**src/rtl/sfr_write_sched_pkg.sv**
```systemverilog
// Shared definitions for the SFR write-port scheduler: source indices,
// grant priority order and scheduler state encoding.
package sfr_write_sched_pkg;

    localparam int N_SRC = 5;

    localparam int SRC_EXMEM_BOT = 0;
    localparam int SRC_MEMWB_TOP = 1;
    localparam int SRC_MEMWB_BOT = 2;
    localparam int SRC_TM1_TOP   = 3;
    localparam int SRC_TM1_BOT   = 4;

    // Oldest instruction first, top before bot within an instruction.
    localparam int PRIO_ORDER [N_SRC] = '{
        SRC_TM1_TOP,
        SRC_TM1_BOT,
        SRC_MEMWB_TOP,
        SRC_MEMWB_BOT,
        SRC_EXMEM_BOT
    };

    typedef enum logic {
        SCHED_IDLE  = 1'b0,
        SCHED_DRAIN = 1'b1
    } sched_state_t;

endpackage

```
**src/rtl/sfr_prio_pick.sv**
```systemverilog
// Combinational fixed-priority picker: one-hot grant of the oldest pending
// source, plus a flag saying more than one source is pending.
module sfr_prio_pick
    import sfr_write_sched_pkg::*;
(
    input  logic [N_SRC-1:0] pending,
    output logic [N_SRC-1:0] grant,
    output logic             multi
);

    logic found;

    always_comb begin
        grant = '0;
        found = 1'b0;
        for (int i = 0; i < N_SRC; i++) begin
            if (!found && pending[PRIO_ORDER[i]]) begin
                grant[PRIO_ORDER[i]] = 1'b1;
                found                = 1'b1;
            end
        end
    end

    assign multi = (pending & (pending - 1'b1)) != '0;

endmodule

```
**src/rtl/sfr_write_sched.sv**
```systemverilog
// SFR write-port scheduler: serialises up to five same-cycle SFR write
// requests onto the single write port, stalling the pipeline meanwhile.
//
//   state       | meaning
//   ------------+-------------------------------------------------------
//   SCHED_IDLE  | no source of the current group written yet (served==0)
//   SCHED_DRAIN | some sources written, others still pending; stall high
module sfr_write_sched
    import sfr_write_sched_pkg::*;
#(
    parameter int ADDR_W = 6
) (
    input  logic              clock,
    input  logic              reset_n,
    input  logic              flush,
    input  logic [N_SRC-1:0]  req,
    input  logic [ADDR_W-1:0] addr0,
    input  logic [ADDR_W-1:0] addr1,
    input  logic [ADDR_W-1:0] addr2,
    input  logic [ADDR_W-1:0] addr3,
    input  logic [ADDR_W-1:0] addr4,
    output logic [N_SRC-1:0]  sel_signals,
    output logic              sfr_wr_en,
    output logic [ADDR_W-1:0] sfr_wr_addr,
    output logic              stall
);

    sched_state_t      state_q, state_d;
    logic [N_SRC-1:0]  served_q, served_d;
    logic [N_SRC-1:0]  served_eff;
    logic [N_SRC-1:0]  pending;
    logic [N_SRC-1:0]  grant;
    logic              multi;

    logic [ADDR_W-1:0] addr_v [N_SRC];
    logic [N_SRC-1:0]  sel_c;
    logic              wr_en_c;
    logic [ADDR_W-1:0] wr_addr_c;
    logic              stall_c;

    assign addr_v[SRC_EXMEM_BOT] = addr0;
    assign addr_v[SRC_MEMWB_TOP] = addr1;
    assign addr_v[SRC_MEMWB_BOT] = addr2;
    assign addr_v[SRC_TM1_TOP]   = addr3;
    assign addr_v[SRC_TM1_BOT]   = addr4;

    // In IDLE the served mask is by definition empty.
    assign served_eff = (state_q == SCHED_DRAIN) ? served_q : '0;
    assign pending    = req & ~served_eff;

    sfr_prio_pick u_pick (
        .pending (pending),
        .grant   (grant),
        .multi   (multi)
    );

    always_ff @(posedge clock or negedge reset_n) begin
        if (!reset_n) begin
            state_q  <= SCHED_IDLE;
            served_q <= '0;
        end else begin
            state_q  <= state_d;
            served_q <= served_d;
        end
    end

    always_comb begin
        state_d  = SCHED_IDLE;
        served_d = '0;
        sel_c    = '0;
        wr_en_c  = 1'b0;
        stall_c  = 1'b0;
        if (!flush && pending != '0) begin
            sel_c   = grant;
            wr_en_c = 1'b1;
            if (multi) begin
                stall_c  = 1'b1;
                served_d = served_eff | grant;
                state_d  = SCHED_DRAIN;
            end
        end
    end

    always_comb begin
        wr_addr_c = '0;
        for (int i = 0; i < N_SRC; i++) begin
            if (sel_c[i]) begin
                wr_addr_c = wr_addr_c | addr_v[i];
            end
        end
    end

    // Outputs are forced low while reset is held so no partial write escapes.
    assign sel_signals = reset_n ? sel_c     : '0;
    assign sfr_wr_en   = reset_n ? wr_en_c   : 1'b0;
    assign sfr_wr_addr = reset_n ? wr_addr_c : '0;
    assign stall       = reset_n ? stall_c   : 1'b0;

endmodule

```
**config.mk**
```make
export PLATFORM = sky130hd
export DESIGN_NAME = sfr_write_sched
export DESIGN_NICKNAME = d
export VERILOG_FILES = /design/src/rtl/sfr_write_sched_pkg.sv /design/src/rtl/sfr_prio_pick.sv /design/src/rtl/sfr_write_sched.sv
export SDC_FILE = /design/constraint.sdc
export NUM_CORES = 1
export LEC_CHECK = 0
export CAP_MARGIN = 15
export CORE_UTILIZATION = 32
export CTS_CLUSTER_SIZE = 24
export DETAILED_ROUTE_END_ITERATION = 6
export PLACE_DENSITY = 0.76
export SLEW_MARGIN = 0
export SYNTH_ARGS = -nofsm -noshare
export SYNTH_HDL_FRONTEND = slang
export SYNTH_SLANG_ARGS = --single-unit
export TNS_END_PERCENT = 5
```
**constraint.sdc**
```tcl
create_clock -name clock -period 1.8 [get_ports clock]
set_clock_uncertainty 0.2 [all_clocks]
set_input_delay 0.36 -clock clock [delete_from_list [all_inputs] [get_ports clock]]
set_output_delay 0.36 -clock clock [all_outputs]
set_load 0.005 [all_outputs]
```
# Word-level counts from Yosys, hierarchy flattened
# Cells that the tools add are included.
# totals
regBits	6
in_bits	38
output_inout_bits	13
wordCells	47
# classes
add_sub_neg	1
muxes	24
n_bitwise	8
reduce_logical	12
# op_table
op	n
$mux 6	6
$mux 5	5
$or 6x6->6	4
$mux 1	13
$and 5x5->5	2
$reduce_bool 5->1	2
$logic_and 1x1->1	5
$logic_not 1->1	5
$not 5->5	1
$or 5x5->5	1
$sub 5x1->5 const B	1

# Depth between registers and ports, before layout
# Gate-level depths: netlist of run 1.
# logic_depth
word_depth	27
mapped_depth	6
mapped_depth_nobuf	4

# Modules after synthesis
# Synthesis of run 1 repeated with hierarchy kept, for this count alone.
# unflattened
cells_unflattened	86
hier_area_um2	723.2
# modules_own_cells
module	instances	cells_per_inst	area_per_inst_um2
sfr_write_sched	1	77	649.4
sfr_prio_pick	1	9	73.8

# Worst setup path after synthesis of run 1
# Ideal clock, no wire load.
# synth_path
path_kind	register to output
start	register state_q
end	output port sfr_wr_addr[0]
arrival_ns	1.381
t_required_ns	1.240
setup_slack_ns	-0.141
stages_incl_launch_ff	6
n_path_buf	1
cell_sequence	dfrtp_1 -> a21bo_1 -> and4_4 -> buf_6 -> a22o_1 -> o31a_1
# synth_via
elab_chain_cells	27
word_cells_on_any_way	32
classes_between	mux: 16; bitwise: 6; reduce/logical: 10
# synth_lines
element	line	source
start, declared	sfr_write_sched.sv:28	sched_state_t state_q, state_d;
start signal, assigned	sfr_write_sched.sv:62	state_q <= state_d;
$mux 5 (*)	sfr_write_sched.sv:48	assign served_eff = (state_q == SCHED_DRAIN) ? served_q : '0;
$not 5->5 (*)	sfr_write_sched.sv:49	assign pending = req & ~served_eff;
$and 5x5->5 (*)	sfr_write_sched.sv:49	
$mux 1	sfr_prio_pick.sv:17	if (!found && pending[PRIO_ORDER[i]]) begin
$logic_not 1->1	sfr_prio_pick.sv:17	
$logic_and 1x1->1	sfr_prio_pick.sv:17	
$mux 1	sfr_prio_pick.sv:17	
$logic_not 1->1	sfr_prio_pick.sv:17	
[11 not listed]	--	
$mux 6	sfr_write_sched.sv:87	if (sel_c[i]) begin
$or 6x6->6	sfr_write_sched.sv:88	wr_addr_c = wr_addr_c | addr_v[i];
$mux 6	sfr_write_sched.sv:87	
$or 6x6->6	sfr_write_sched.sv:88	
$mux 6	sfr_write_sched.sv:87	
$or 6x6->6	sfr_write_sched.sv:88	
$mux 6 (*)	sfr_write_sched.sv:87	
$mux 6 (*)	sfr_write_sched.sv:96	assign sfr_wr_addr = reset_n ? wr_addr_c : '0;
end, declared	sfr_write_sched.sv:24	output logic [ADDR_W-1:0] sfr_wr_addr,
# Every way passes the cells marked *; elsewhere a longest branch is shown, timed or not.

# Final worst setup path of run 1
# layout_path
start	register served_q[3]
end	output port sfr_wr_addr[5]
# layout_via
elab_chain_cells	27
word_cells_on_any_way	32
classes_between	mux: 16; bitwise: 6; reduce/logical: 10
# layout_lines
element	line	source
start, declared	sfr_write_sched.sv:29	logic [N_SRC-1:0] served_q, served_d;
start signal, assigned	sfr_write_sched.sv:63	served_q <= served_d;
$mux 5 (*)	sfr_write_sched.sv:48	
$not 5->5 (*)	sfr_write_sched.sv:49	
$and 5x5->5 (*)	sfr_write_sched.sv:49	
$mux 1	sfr_prio_pick.sv:17	
$logic_not 1->1	sfr_prio_pick.sv:17	
$logic_and 1x1->1	sfr_prio_pick.sv:17	
$mux 1	sfr_prio_pick.sv:17	
$logic_not 1->1	sfr_prio_pick.sv:17	
[11 not listed]	--	
$mux 6	sfr_write_sched.sv:87	
$or 6x6->6	sfr_write_sched.sv:88	
$mux 6	sfr_write_sched.sv:87	
$or 6x6->6	sfr_write_sched.sv:88	
$mux 6	sfr_write_sched.sv:87	
$or 6x6->6	sfr_write_sched.sv:88	
$mux 6 (*)	sfr_write_sched.sv:87	
$mux 6 (*)	sfr_write_sched.sv:96	
# Marks and branches as above.

==> results of run 1 <==
metal layers:
| metal | global-route usage [%] | up-vias | part of all wire (%) |
|---|---|---|---|
| li1 | - | 562 | - |
| met1 | 28.83 | 544 | 40 |
| met2 | 48.90 | 37 | 53 |
| met3 | 4.167 | 0 | 6.5 |
| met4 | 4.054 | 0 | 0 |
| met5 | 0 | - | 0 |
state kept, by name, summed over array words and instances (netlist names):
register,cells
served_q,5
state_q,1
area by class of cell:
class                           instances  area share [%]
Timing Repair Buffer                   87           44.29
Clock buffer                            3           1.326
Inverter                                8           1.769
Sequential cell                         6           8.843
Multi-Input combinational cell         85           41.71
Tap cell                               28           2.063
Yosys cell counts (all sizes together), types with 2 or more instances:
library cell and n:
nand2 13, nor2 7, buf 5, dfrtp 6, a22o 6, nor3 8, nand4 8, a21boi 3
o31a 6, inv 8, a211oi 2, a21oi 11, a21bo 4
power by group through the flow:
stage	Sequential, W	Clock (W)	Combinational [W]
2_1_floorplan	0.000150	0	0.000116
3_3_place_gp	0.000148	0	0.000294
3_5_place_dp	0.000148	0	0.000300
4_1_cts	0.000147	0.000122	0.000335
5_1_grt	0.000149	0.000132	0.000401
6_report	0.000149	0.000115	0.000378
per-stage QoR:
stage / cells / utilization, % / area (um2) / worst slack (ps) / TNS (ps)
6_report: 217 / 75.31 / 1698 / -474.5 / -5316
5_1_grt: 217 / 75.31 / 1698 / -546.7 / -6353
4_1_cts: 214 / 71.64 / 1615 / -498.4 / -5377
3_5_place_dp: 205 / 66.04 / 1489 / -1038 / -14990
3_3_place_gp: 205 / 66.04 / 1489 / -1002 / -14320
2_1_floorplan: 105 / - / 782.0 / -84.84 / -566.5
timing repair:
action                                  in CTS  in global routing
pin swaps                                   19                 11
setup buffers                                6                  3
cloned                                       0                  0
hold buffers                                 0                  0
resized for setup                           80                 20
endpoints found under the setup margin      19                 18
how the worst max path moves through the flow:
stage | from | end | cells after the start
6_report | served_q[3]$_DFF_PN0_ | sfr_wr_addr[5] | 6
2_1_floorplan | state_q$_DFF_PN0_ | sfr_wr_addr[0] | 5
3_5_place_dp | req[3] | sfr_wr_addr[2] | 7
3_3_place_gp | req[3] | sfr_wr_addr[5] | 7
5_1_grt | state_q$_DFF_PN0_ | sfr_wr_addr[1] | 7
4_1_cts | state_q$_DFF_PN0_ | sfr_wr_addr[3] | 6
placed cells by master, fill, tap and decap left out, types with 3 or more instances in the layout:
cell type / count
clkdlybuf4s50_1: 31
buf_4: 30
buf_2: 12
nand2_1: 11
nand4_1: 8
inv_1: 7
nor2_1: 6
a22o_1: 6
a21oi_2: 6
o31a_1: 6
nor3_1: 6
buf_6: 6
dfrtp_1: 6
a21oi_1: 5
a21bo_4: 3
a21boi_4: 3
clkbuf_4: 3
dlygate4sd2_1: 3
critical path, cell delays in order (launching register included):
cell	delay (ps)
dfrtp_1	410
or2b_4	290
nand4_1	150
buf_12	160
nor3_1	50
o31a_1	290
buf_2	130
logic make-up after synthesis:
kind of cell	share of synthesized area, %
buf+inv	9.966
fa+ha+maj	1.447
simple gates	29.91
flops	19.29
compound gates	39.39
==> results.md, run 1 <==
Route:
- The detail route stage leaves a number of antenna-violating nets equal to 0.
- The post-route DRC violation count is 0.
- The number of design-rule violations left by the first detailed-router iteration is 16.
- The number of vias per cell after detailed routing is 5.267.
- The routed wire length per instance is 16.12 um.
- The pre-antenna-repair detailed-routing pass consisted of 4 iterations.
- The total length of routed wires is 3499 um.
- For this block, the via count after detailed routing is 1,143.

Status:
- The final reports fail on negative setup slack.
- The run finished, with violations left.

Setup path:
- The maximum fanout encountered on the critical timing path is 12.
- The type of element capturing the critical path is an output pin.
- In this run the critical register-to-register path is launched from state_q$_DFF_PN0_.
- The endpoint identified for the worst register-to-register timing path is served_q[0]$_DFF_PN0_.
- Data on the critical path arrives at its endpoint at 1710 ps.
- The number of cells on the worst reg-to-reg path is 8.
- The nature of the critical path startpoint is a register.
- STA puts the critical path data required time at 1240 ps.
- The setup check on the worst reg-to-reg path leaves a slack of -70 ps.
- The critical path class is reg -> out.

STA:
- The least setup slack across all paths after layout is -474.5 ps.
- Setup violations remaining at the end of the flow were counted as 15.
- Subtracting the final worst setup slack from the clock period gives 2275 ps.
- The final number of hold-violating endpoints is 0.
- Setup repair after global routing could not meet its margin everywhere.
- For the pin with the worst max-slew slack, the measured transition is 348.1 ps.
- The max-slew violation count is 0.
- The relative slew slack is 76.58%.
- The worst hold slack is 277.5 ps.
- The post-route fraction of the period consumed by the critical path is 126.4%.
- The achievable clock frequency is 0.4396 GHz.

Power and ir drop:
- Of the total power, the clock network draws 17.9%.
- The power share of the combinational group is 59.0%.
- In this run the static leakage power is 0.7787 nW.
- Sequential cells account for 23.2% of the total power.
- Dividing total power by cell area gives a power density of 378.0 mW/mm2.
- The internal power of the cells totals 0.0004380 W.
- The switching power share of the total is 31.76%.
- Across the VDD grid, the largest voltage drop is 0.3187 mV.
- For this design the total switching power over the nets is 0.0002038 W.
- The overall power is 0.0006418 W.

Cells and area:
- The total of fill cells in the finished design is 165.
- In the final layout, flip-flops and latches occupy 150.1 um2.
- The combined area of the multi-input logic cells is 708.2 um2.
- 0 antenna diodes ended up in the layout.
- The number of nets in the layout is 229.
- The share of cells above drive strength 1 is 45.50%.
- The area growth from synthesis to layout is 118.2%.

Clock tree:
- The clock transition time at the flip-flop clock pins of the worst setup and hold paths is 40 ps.
- The clock passes through at most 2 buffers.
- The level count of the clock H-tree is 1.
- In this run the clock root is driven by a clkbuf_4.
- The number of clock buffers added by TritonCTS is 3.
- The later pin in the worst-skew pair is clocked with a latency of 230 ps.
- TritonCTS built the clock tree.
- The number of sinks on the clock net is 6.

Floorplan:
- The die area is 0.002633 mm2.
- The die span in x is 51.32 um.
- In this run the count of I/O pins placed on the die edge is 51.
- For this configuration, the core starts out at a cell density of 34.52%.
- The number of rows created at floorplan is 17.
- After floorplanning, the core was sized to cover 0.002255 mm2.
- The die height is 51.32 um.

Placement:
- During placement, the flow inserted port buffers numbering 50.
- Summed over all nets, the half-perimeter wirelength after detailed placement is 2339 um.
- The final weighted congestion in routability-driven placement is 0.8512.

Yosys:
- During synthesis, Yosys emitted a total of 0 warnings.
- The fraction of synthesized cell area taken by the top area cell type is 19.29%.
- The biggest area consumer among synthesized cells is dfrtp_1.
- The async set-reset flop share out of synthesis is 100.0%.
- The most used flip-flop cell after synthesis is dfrtp_1.
- When the netlist entered floorplanning its net count stood at 143.
- By area the synthesized netlist is led by dfrtp_1, a21oi_1, a22o_1.
- The post-synth design cell area is 778.2 um2.
- Counting every instance in the synthesized netlist gives 105.
- In this run, synthesis inferred 0 flip-flops with an integrated enable.
- The flip-flop and latch count after synthesis is 6.
- The number of distinct library cells after synthesis is 36.
- After synthesis, flip-flops and latches occupy 19.29% of the total area.
- The mean cell area of the mapped netlist is 7.412 um2.

Global route:
- The initial antenna violation count is 0.
- The maximum number of pins on one net before global-route repair is 14.
- The via count of the first global-routing pass was 1,132.
- The first global-routing pass estimated 5071 um of wire.
- The aggregate global routing overflow is 0.
- The overall global routing resource usage is 25.20%.

Worst hold path:
- The worst hold path belongs to the class in -> async.

Job:
- Across the run, the number of max-cap violations was 0.
(Power assumes the default switching activity.)
==> inputs of run 2 (changes only) <==
CORE_UTILIZATION = 38   (was 32)
PLACE_DENSITY = 0.84   (was 0.76)
clock period = 2.7 ns   (was 1.8 ns; I/O delays follow)
==> run 2 against run 1 <==
First-iteration DRC count down 38%. Clock-buffer cell count unchanged. The run still ends with negative setup slack left. Largest cell class unchanged. Largest power group unchanged. Total power down 41%.
==> results.md, run 2 (synthesis gave the netlist of run 1 again) <==
Status:
- The run finished, with violations left.
- The final reports fail on negative setup slack.

Cells and area:
- The diode insertion count for antenna repair is 0 (unchanged).
- The share of cells above drive strength 1 is 30.06% (-15 points).
- The leading cell type in the layout, fill and taps excluded is clkdlybuf4s50_1.
- Counting flops per register, the top entry is served_q.
- The top cell types in the final layout, fill and taps aside, are clkdlybuf4s50_1, buf_4, dlygate4sd2_1.
- The number of nets in the layout is 213 (-7.0%).
- The filler-free cell count of the finished design was 200 (-7.8%).
- The final cell utilization of the core was 79.19% (+3.9 points).
- The flip-flop count of the largest register, all copies and words added was 5 (unchanged).
- The area growth from synthesis to layout is 97.59%.
- The largest registers in the layout are served_q (5), state_q (1).

Setup path:
- The number of buffers and inverters on the critical path is 3 (+1).
- The arrival time reported for the critical path endpoint is 2020 ps (+310 ps).
- In this design, the critical path's most frequently occurring cell is clkdlybuf4s50_1.
- STA classifies the critical path endpoint as an output pin.
- The maximum single-stage delay on the critical path came to 510 ps (+100 ps).
- The maximum fanout encountered on the critical timing path came to 9 (-3).
- On the critical path the largest part of the delay comes from buffers and inverters.
- The number of cells on the critical path came to 6 (unchanged).
- The cell with the largest stage delay on the worst path is clkdlybuf4s50_1.
- The critical path goes through clkdlybuf4s50_1, a21boi_2, buf_6, nor2_1, a21oi_1, clkdlybuf4s50_1.
- The critical path in this run is classified as in -> out.
- The required arrival time at the worst endpoint is 1960 ps (+720 ps).
- The worst setup path is launched from a primary input.
- The number of cells on the worst reg-to-reg path is 6 (-2).

Placement:
- The count of placed standard cells including taps is 197 (-3.9%).
- The count of buffers from port buffering was 50 (unchanged).
- The total half-perimeter wirelength after legalization and detailed placement is 2205 um (-5.7%).
- The final weighted congestion in routability-driven placement is 0.8937 (+5.0%).

Route:
- The total length of routed wires is 2955 um (-16%).
- The number of vias per cell after detailed routing was 5.410 (+2.7%).
- The remaining antenna violation count is 0 (unchanged).
- The number of design-rule violations left by the first detailed-router iteration is 10 (-6).
- The post-route DRC violation count is 0 (unchanged).
- The first-pass detailed-route iteration total is 4 (unchanged).
- The routed wire length per instance was 14.78 um (-8.4%).
- The detailed-route via count was 1,082 (-5.3%).

Global route:
- The most utilized layer in the global route result is met2.
- The met2 usage in global routing was 46.30% (-2.6 points).
- The first-pass GRT wire length is 3981 um (-21%).
- The aggregate global routing overflow is 0 (unchanged).
- The global-route track usage on met3 is 5.769% (+1.6 points).
- The global-route track usage on met1 is 27.25% (-1.6 points).
- The maximum number of pins on one net before global-route repair is 14 (unchanged).
- The overall global routing resource usage came to 25.06% (-0.14 points).
- The via count of the first global-routing pass came to 995 (-12%).
- The initial antenna violation count is 0 (unchanged).

Clock tree:
- The clock latency on the worst-skew pair is 240 ps (about the same).
- The number of sinks on the clock net is 6 (unchanged).
- The level count of the clock H-tree is 1 (unchanged).
- TritonCTS built the clock tree.
- In this run the clock root is driven by a clkbuf_4.
- The clock transition time at the flip-flop clock pins of the worst setup and hold paths is 40 ps (about the same).
- The maximum root-to-sink buffer count was 2 (unchanged).
- The number of buffers inserted during clock tree synthesis was 3 (unchanged).

Job:
- The count of max-cap constraint violations is 0 (unchanged).

Floorplan:
- The number of top-level design ports was 51 (unchanged).
- The die area is 0.002233 mm2 (-15%).
- The core box area is 0.001942 mm2 (-14%).
- The effective utilization at floorplan is 40.08% (+5.6 points).
- The die span in x is 47.26 um (-7.9%).
- The number of rows created at floorplan is 16 (-1).
- The die height is 47.26 um (-7.9%).

STA:
- The transition time of the tightest slew-check pin is 385.0 ps (+36.91 ps).
- The achievable clock frequency is 0.3620 GHz.
- The relative slew slack was 74.24% (-2.3 points).
- The least setup slack across all paths after layout is -62.18 ps (+412.4 ps).
- In the finished design, the share of the clock period the worst path needs comes to 102.3%.
- The final number of hold-violating endpoints came to 0 (unchanged).
- The final-report setup violation count is 1 (-14).
- The post-layout minimum cycle time is 2762 ps.
- The max-slew violation count was 0 (unchanged).
- Setup repair after global routing could not meet its margin everywhere.

Power and ir drop:
- The maximum resistive drop on vdd is 0.2493 mV (-22%).
- The total leakage power is 0.6955 nW (-11%).
- The cell area power density was 246.6 mW/mm2 (-35%).

Worst hold path:
- The tightest min-delay check is of the reg -> reg type.
- Along the worst hold path, the cell count comes to 2.
## run 2: per-stage QoR
stage / worst slack, ps / TNS [ps] / area, um2 / power (W) / hold WS (ps)
finish: -62.18 / -62.18 / 1538 / 0.0003792 / 361.1
detailed placement: -558.2 / -6134 / 1435 / 0.0002895 / 342.6
CTS: -210.6 / -314.2 / 1480 / 0.0003737 / 357.4
global placement: -484.6 / -5519 / 1435 / 0.0002843 / 327.2
global route: -102.4 / -209.2 / 1538 / 0.0004015 / 389.7
floorplan: 441.6 / 0 / 778.2 / 0.0001770 / 44.41
## run 2: layer usage
metal	wire [um]	vias to the layer above	part of all wire, %
met2	1478	50	50
li1	-	531	-
met3	239	4	8.1
met5	0	-	0
met1	1210	497	41
met4	27	0	0.91
## run 2: report_power, final
part / leakage (nW) / switching [W] / total [W] / internal, W
registers: 0.0791 / 0.00000659 / 0.000101 / 0.0000949
logic: 0.603 / 0.0000819 / 0.000198 / 0.000116
clock network: 0.0138 / 0.0000295 / 0.0000796 / 0.0000501
## run 2: path summary, 6_finish.rpt
kind                                       start               endpoint  slack, ps
max                                       req[0]              sfr_wr_en        -60
min                        served_q[0]$_DFF_PN0_  served_q[0]$_DFF_PN0_        360
max reg2reg                    state_q$_DFF_PN0_  served_q[4]$_DFF_PN0_        850
min reg2reg                served_q[0]$_DFF_PN0_  served_q[0]$_DFF_PN0_        360
max in group asynchronous                reset_n      state_q$_DFF_PN0_       1690
min in group asynchronous                reset_n  served_q[4]$_DFF_PN0_        470
## run 2: layout make-up
type	count	area, um2
clock buffer	3	22.52
timing repair buffer	71	663.1
multi-input combinational	85	636.9
tap	27	33.78
sequential	6	151.4
inverter	8	30.03
fill	144	404.1
## run 2: worst register-to-register path: stages (launching register included)
cell	delay (ps)
dfrtp_2	420
buf_4	210
a21boi_4	90
buf_6	140
maj3_2	320
o221ai_2	240
nor2_1	100
## run 2: repair_timing
item | 4_1_cts | 5_1_grt
setup buffers | 0 | 0
gates resized for setup | 29 | 15
pin swaps | 5 | 2
endpoints found under the setup margin | 13 | 13
hold buffers | 0 | 0
